`src/rtl/serial_byte_tx_pkg.sv`:
```
// Shared definitions for the serial frame transmitter, its matching receiver
// and their benches.
//   - state encoding (IDLE=0 .. STOP=4)
//   - frame_len(): total line cycles per frame for a given parameter set
package serial_byte_tx_pkg;

  localparam logic [2:0] ST_IDLE   = 3'd0;
  localparam logic [2:0] ST_START  = 3'd1;
  localparam logic [2:0] ST_DATA   = 3'd2;
  localparam logic [2:0] ST_PARITY = 3'd3;
  localparam logic [2:0] ST_STOP   = 3'd4;

  typedef enum logic [2:0] {
    IDLE   = ST_IDLE,
    START  = ST_START,
    DATA   = ST_DATA,
    PARITY = ST_PARITY,
    STOP   = ST_STOP
  } state_t;

  // start + data + optional parity + stop bits
  function automatic int frame_len(input int data_w, input int parity_en,
                                   input int stop_bits);
    return 1 + data_w + parity_en + stop_bits;
  endfunction

endpackage

```
`src/rtl/serial_byte_tx_shift_reg.sv`:
```
// Loadable right-shift register holding the word being sent, plus the parity
// bit captured from the word at load time.
// Ports:
//   clk, reset : clock, synchronous active-high reset
//   load       : capture data and its parity
//   shift      : move the next data bit into bit0
//   data       : word to capture
//   bit0       : current data bit on the line (LSB first)
//   parity     : parity of the captured word
module tx_shift_reg
  import serial_byte_tx_pkg::*;
#(
  parameter int DATA_W     = 8,
  parameter int PARITY_ODD = 1
) (
  input  logic              clk,
  input  logic              reset,
  input  logic              load,
  input  logic              shift,
  input  logic [DATA_W-1:0] data,
  output logic              bit0,
  output logic              parity
);

  logic [DATA_W-1:0] sr;

  always_ff @(posedge clk) begin
    if (reset) begin
      sr     <= '0;
      parity <= 1'b0;
    end else if (load) begin
      sr     <= data;
      parity <= (PARITY_ODD != 0) ? ~^data : ^data;
    end else if (shift) begin
      sr     <= sr >> 1;
    end
  end

  assign bit0 = sr[0];

endmodule

```
`src/rtl/serial_byte_tx.sv`:
```
// Serial frame transmitter: takes a word over valid/ready and sends
// start(0), DATA_W data bits LSB first, optional parity, STOP_BITS stop(1).
// Ports:
//   clk, reset : clock, synchronous active-high reset
//   in_valid   : in_data is valid
//   in_data    : word to send
//   in_ready   : word accepted at this edge if in_valid
//   tx_out     : serial line, idles high
//   busy       : a frame is on the line
//   done       : pulse during the final stop bit
// All outputs decode from registered state only, so in_valid/in_data never
// reach an output combinationally.
module serial_byte_tx
  import serial_byte_tx_pkg::*;
#(
  parameter int DATA_W     = 8,
  parameter int PARITY_EN  = 1,
  parameter int PARITY_ODD = 1,
  parameter int STOP_BITS  = 1
) (
  input  logic              clk,
  input  logic              reset,
  input  logic              in_valid,
  input  logic [DATA_W-1:0] in_data,
  output logic              in_ready,
  output logic              tx_out,
  output logic              busy,
  output logic              done
);

  localparam int             CW        = $clog2(DATA_W + 1);
  localparam logic [CW-1:0]  LAST_BIT  = CW'(DATA_W - 1);
  localparam logic [1:0]     LAST_STOP = 2'(STOP_BITS - 1);

  state_t        state, state_nx;
  logic [CW-1:0] bit_cnt;
  logic [1:0]    stop_cnt;
  logic          accept, last_stop, sr_bit0, sr_parity;

  assign last_stop = (state == STOP) && (stop_cnt == LAST_STOP);
  // Ready in the last stop cycle lets frames run back to back with no gap.
  assign in_ready  = (state == IDLE) || last_stop;
  assign accept    = in_valid && in_ready;
  assign busy      = (state != IDLE);
  assign done      = last_stop;

  tx_shift_reg #(
    .DATA_W     (DATA_W),
    .PARITY_ODD (PARITY_ODD)
  ) u_sr (
    .clk    (clk),
    .reset  (reset),
    .load   (accept),
    .shift  (state == DATA),
    .data   (in_data),
    .bit0   (sr_bit0),
    .parity (sr_parity)
  );

  always_ff @(posedge clk) begin
    if (reset) state <= IDLE;
    else       state <= state_nx;
  end

  always_comb begin
    state_nx = state;
    case (state)
      IDLE:   if (accept) state_nx = START;
      START:  state_nx = DATA;
      DATA:   if (bit_cnt == LAST_BIT)
                state_nx = (PARITY_EN != 0) ? PARITY : STOP;
      PARITY: state_nx = STOP;
      STOP:   if (stop_cnt == LAST_STOP)
                state_nx = accept ? START : IDLE;
      default: state_nx = IDLE;
    endcase
  end

  // Counters restart on every state change, so each state counts from 0.
  always_ff @(posedge clk) begin
    if (reset) begin
      bit_cnt  <= '0;
      stop_cnt <= '0;
    end else if (state_nx != state) begin
      bit_cnt  <= '0;
      stop_cnt <= '0;
    end else begin
      if (state == DATA) bit_cnt  <= bit_cnt + CW'(1);
      if (state == STOP) stop_cnt <= stop_cnt + 2'd1;
    end
  end

  always_comb begin
    tx_out = 1'b1;
    case (state)
      START:   tx_out = 1'b0;
      DATA:    tx_out = sr_bit0;
      PARITY:  tx_out = sr_parity;
      default: tx_out = 1'b1;
    endcase
  end

endmodule
```
`config.mk`:
```
export PLATFORM = sky130hd
export DESIGN_NAME = serial_byte_tx
export DESIGN_NICKNAME = d
export VERILOG_FILES = /design/src/rtl/serial_byte_tx_pkg.sv /design/src/rtl/serial_byte_tx_shift_reg.sv /design/src/rtl/serial_byte_tx.sv
export SDC_FILE = /design/constraint.sdc
export NUM_CORES = 1
export LEC_CHECK = 0
export CORE_UTILIZATION = 45
export DETAILED_ROUTE_END_ITERATION = 16
export GPL_TIMING_DRIVEN = 0
export PLACE_DENSITY = 0.8
export SLEW_MARGIN = 20
export SYNTH_ARGS = -nofsm -noshare
export SYNTH_HDL_FRONTEND = slang
export SYNTH_SLANG_ARGS = --single-unit
```
`constraint.sdc`:
```
create_clock -name clk -period 1.8 [get_ports clk]
set_input_delay 0.36 -clock clk [delete_from_list [all_inputs] [get_ports clk]]
set_output_delay 0.36 -clock clk [all_outputs]
set_load 0.03 [all_outputs]
```
Yosys cells after proc, flatten, opt, wreduce, memory -nomap -nowiden
Cells that the tools add are included.
- register bits: 18
- input port bits: 11
- output and inout port bits: 4
- word-level logic and storage cells: 30
- add/subtract/negate cells: 2
- equality and inequality tests: 6
- muxes and demuxes: 8
- reductions and logical operators: 9
- operator list (cell ; count):
    two-way mux 8 bit ; 2
    case mux 3 bit (5 select lines) ; 1
    two-way mux 3 bit ; 3
    XNOR reduction 8 bit ; 1
    equality test 3 x 2 -> 1 bit (second input constant) ; 2
    adder 4 x 1 -> 4 bit (second input constant) ; 1
    equality test 4 x 3 -> 1 bit (second input constant) ; 1
    equality test 3 x 1 -> 1 bit (second input constant) ; 1
    equality test 3 bit (second input constant) ; 1
    zero test 3 bit ; 1
    inequality test 3 bit ; 1
    case mux 1 bit (3 select lines) ; 1
    nonzero test 3 bit ; 1
    adder 2 x 1 -> 2 bit (second input constant) ; 1
    logical AND 1 bit ; 2
    zero test 2 bit ; 1
    nonzero test 2 bit ; 1
    OR reduction 2 bit ; 1
    logical OR 1 bit ; 1
    two-way mux 1 bit ; 1

Logic depth before layout (Yosys ltp)
- word-level depth: 9
- mapped depth: 7
- gate-level depth less buffers: 6

Modules after synthesis
From an unflattened synthesis, not the netlist that was laid out.
- cell total of the unflattened synthesis: 114
- area total of the unflattened synthesis: 948.4 um^2
- by module, submodules not included (module ; times used ; cells each ; area an instance (um^2) ; sequential area each (um^2)):
    serial_byte_tx ; 1 ; 60 ; 495.5 ; 180.2
    tx_shift_reg ; 1 ; 54 ; 452.9 ; 180.2

Worst setup path after synthesis
No wires, ideal clock.
- path kind: flip-flop to output port
- from: reg state[2]
- to: out in_ready
- arrival time: 1.352 ns
- required time: 1.440 ns
- slack: 0.088 ns
- stages on the path, launching flop included: 4
- path through: dfxtp_1 -> clkbuf_1 -> nor2b_1 -> nor3_1
- word-level cells in the longest chain between the ends: 3
- elaborated cells between the ends (all ways): 4
- classes of those cells: eq/ne: 1; reduce/logical: 3
- ends and longest elaborated chain (element ; RTL line ; text):
    start: declaration ; serial_byte_tx.sv:35 ; state_t state, state_nx;
    start signal: assignment ; serial_byte_tx.sv:62 ; else state <= state_nx;
    equality test 3 bit ; serial_byte_tx.sv:40 ; assign last_stop = (state == STOP) && (stop_cnt == LAST_STOP);
    logical AND 1 bit ; serial_byte_tx.sv:40 ;
    logical OR 1 bit (*) ; serial_byte_tx.sv:42 ; assign in_ready = (state == IDLE) || last_stop;
    end: declaration ; serial_byte_tx.sv:25 ; output logic in_ready,
Every way passes the cells marked *; elsewhere a longest branch is shown, timed or not.

Worst setup path in the final report
- from: reg state[1]
- to: out tx_out
- word-level cells in the longest chain between the ends: 2
- elaborated cells between the ends (all ways): 4
- classes of those cells: eq/ne: 3; mux: 1
- ends and longest elaborated chain (element ; RTL line ; text):
    equality test 3 x 2 -> 1 bit / equality test 3 x 1 -> 1 bit (equally long branches) ; serial_byte_tx.sv:95 ; case (state)
    case mux 1 bit (3 select lines) (*) ; serial_byte_tx.sv:95 ;
    end: declaration ; serial_byte_tx.sv:26 ; output logic tx_out,
Marks and branches as above.

==> flow_summary.json <==
{
  "timing.final.ws_setup_ns": 0.0811,
  "crit_arrival_ns": 1.36,
  "cp.required_ns": 1.44,
  "drv_slew": 0,
  "multi_input_area_sq_um": 546,
  "synth-xor-area-share": 0.103,
  "drcViolationCount": 0,
  "placed_area_sq_um": 1100,
  "grt_pass1_vias": 694,
  "worstSetupPathType": "reg2out",
  "groute.usage.overall": 0.179,
  "grt_pass1_wl_um": 2800,
  "synth_top_family_by_area": "simple AND/OR/NAND/NOR gates",
  "grt_overflow_total": 0,
  "fp.dieH_um": 47.5,
  "fin_crit_ns": 1.72,
  "dp.cells": 154,
  "wire_per_inst_um": 12.1,
  "cts.clk_slew.worst_paths_ns": 0.10,
  "cts_hold_buf": 0,
  "worstSkewPairLatency_ns": 0.29,
  "worstMarginPinSlew_ns": 0.410,
  "synthToLayoutAreaGrowth_pct": 24.6,
  "synth-seq-area-share": 0.387,
  "peakVddDrop_mv": 0.409,
  "power.leakage_nw": 0.418,
  "num_rows": 16,
  "gp_congestion": 0.822,
  "netlist_area_sq_um": 931,
  "ys_types": 30,
  "synthCells": 113,
  "layout-drive-gt1-share": 0.176,
  "async_reset_ff_frac": 0,
  "ys_seq_elements": 18,
  "vias_per_cell": 5.25,
  "cts_buffers": 3,
  "ios": 15,
  "fillCellCount": 178,
  "setup_tns_ns": 0,
  "port-buffer-count": 14,
  "yosys.area.top_type": "dfxtp_1",
  "crit_path_max_fanout": 6,
  "regArea_sq_um": 363,
  "synth.area.top_cells": "dfxtp_1 39%, nand2_1 9.3%, xnor2_1 8.5%",
  "num_vias": 830,
  "start_util": 0.474,
  "fp.dieW_um": 47.5,
  "fmax_ghz": 0.582,
  "slew_headroom": 0.727,
  "powerDensity_nw_per_um2": 763,
  "drt_wl_total_um": 1920,
  "grt_max_degree": 14,
  "synth_mux_area_frac": 0,
  "root_buffer": "clkbuf_4",
  "htreeDepth": 1,
  "drtPass1Iterations": 4,
  "final_cells": 158,
  "synth_nets": 126,
  "synth_edf_count": 0,
  "synth-compound-area-share": 0.129,
  "start_kind": "flip-flop",
  "final_nets": 146,
  "antenna_found_initial": 0,
  "setup_viol": 0,
  "final_util": 0.591,
  "hold_viol": 0,
  "final_area_sq_um": 1160,
  "fin_skew_ns": 0.00588,
  "yosysMostFrequentCell": "nand2_1",
  "dieArea_sq_um": 2250,
  "syn_avg_cell_area_sq_um": 8.24,
  "drtIter0Drc": 11,
  "hpwl_um": 1400,
  "min_period_over_period": 0.955,
  "postRouteAntennaNets": 0,
  "synth-adder-area-share": 0.0269,
  "r2r-start": "state[1]",
  "min-delay-start": "stop_cnt[1]",
  "maxCapViolations": 0,
  "synth_top_area_frac": 0.387,
  "rsz0062_at_grt": "no",
  "post-place-ws_ns": -0.193,
  "status": "finished clean",
  "cts_tree": "built",
  "clk_path_buf_depth": 2,
  "synth-simple-area-share": 0.302,
  "synth_common_cells": "23 x nand2_1, 18 x dfxtp_1, 11 x nor2_1, 9 x xnor2_1, 7 x a311oi_1",
  "critPathLaunch": "state[1]",
  "coreArea_sq_um": 1960,
  "ys_warn_count": 0,
  "crit_path_end_kind": "output port",
  "antenna_cells": 0,
  "hp-class": "reg2reg",
  "synth-main-ff-cell": "dfxtp_1",
  "cts_sinks": 18
}
[layout by cell type (no fill, tap or decap), drive strengths merged, types with 3 or more instances in the layout]
| cell | instances |
|---|---|
| buf | 10 |
| clkdlybuf4s50 | 10 |
| a21oi | 6 |
| xnor2 | 9 |
| dfxtp | 18 |
| nor2 | 12 |
| inv | 3 |
| a311oi | 7 |
| clkbuf | 5 |
| nand3 | 5 |
| nand2 | 23 |
[stage by stage]
step	power, mW	hold WS, ns
2_1_floorplan	0.604	0.426
3_3_place_gp	0.673	0.444
3_5_place_dp	0.681	0.448
4_1_cts	0.880	0.462
5_1_grt	0.934	0.508
6_report	0.886	0.457
[registers in the layout, summed over array words and instances (netlist names)]
register / cells
stop_cnt: 2
state: 3
u_sr.parity: 1
u_sr.sr: 8
bit_cnt: 4
[layer usage]
layer | share of wire | routed length, um | up-vias | GRT usage
li1 | - | - | 429 | -
met1 | 0.46 | 877 | 382 | 0.221
met2 | 0.50 | 966 | 15 | 0.293
met3 | 0.027 | 52 | 4 | 0.0377
met4 | 0.0094 | 18 | 0 | 0.0914
met5 | 0 | 0 | - | 0
[power by group]
| group | leakage (nW) | switching, mW | internal, mW | total, mW |
|---|---|---|---|---|
| clock | 0.0138 | 0.119 | 0.0778 | 0.196 |
| combinational | 0.256 | 0.131 | 0.114 | 0.245 |
| sequential | 0.148 | 0.0165 | 0.427 | 0.444 |
| total | 0.418 | 0.266 | 0.620 | 0.886 |
[logic make-up (layout without fill, tap and decap cells)]
family | count (synthesis) | count (layout)
xor+xnor | 11 | 11
compound gates | 16 | 16
simple gates | 56 | 56
flops | 18 | 18
fa+ha+maj | 2 | 2
buf+inv | 10 | 28
[worst paths after layout]
kind	slack [ns]	cells past startpoint	endpoint
setup / recovery	0.08	5	tx_out
hold / removal	0.46	2	stop_cnt[1]
setup reg to reg	0.27	6	u_sr.sr[6]
hold reg to reg	0.46	2	stop_cnt[1]
[worst max-delay path, cell delays in order (launching register included)]
cell and delay, ns:
dfxtp_2 0.35, buf_6 0.12, nor3b_4 0.19, a21oi_2 0.05
or2_4 0.23, buf_6 0.14
[area by class of cell]
cell class,count,area share
clock buffers,3,0.0194
well taps,27,0.0291
plain buffers,6,0.0345
flip-flops and latches,18,0.313
inverters,3,0.00971
multi-input cells,85,0.470
repair buffers,16,0.124
[what timing repair did]
action / in CTS / in global routing
setup endpoints to repair: 4 / 4
resized for setup: 20 / 13
cloned: 0 / 0
buffers inserted: 1 / 1
Note: power is estimated with default switching activity, not from simulation.
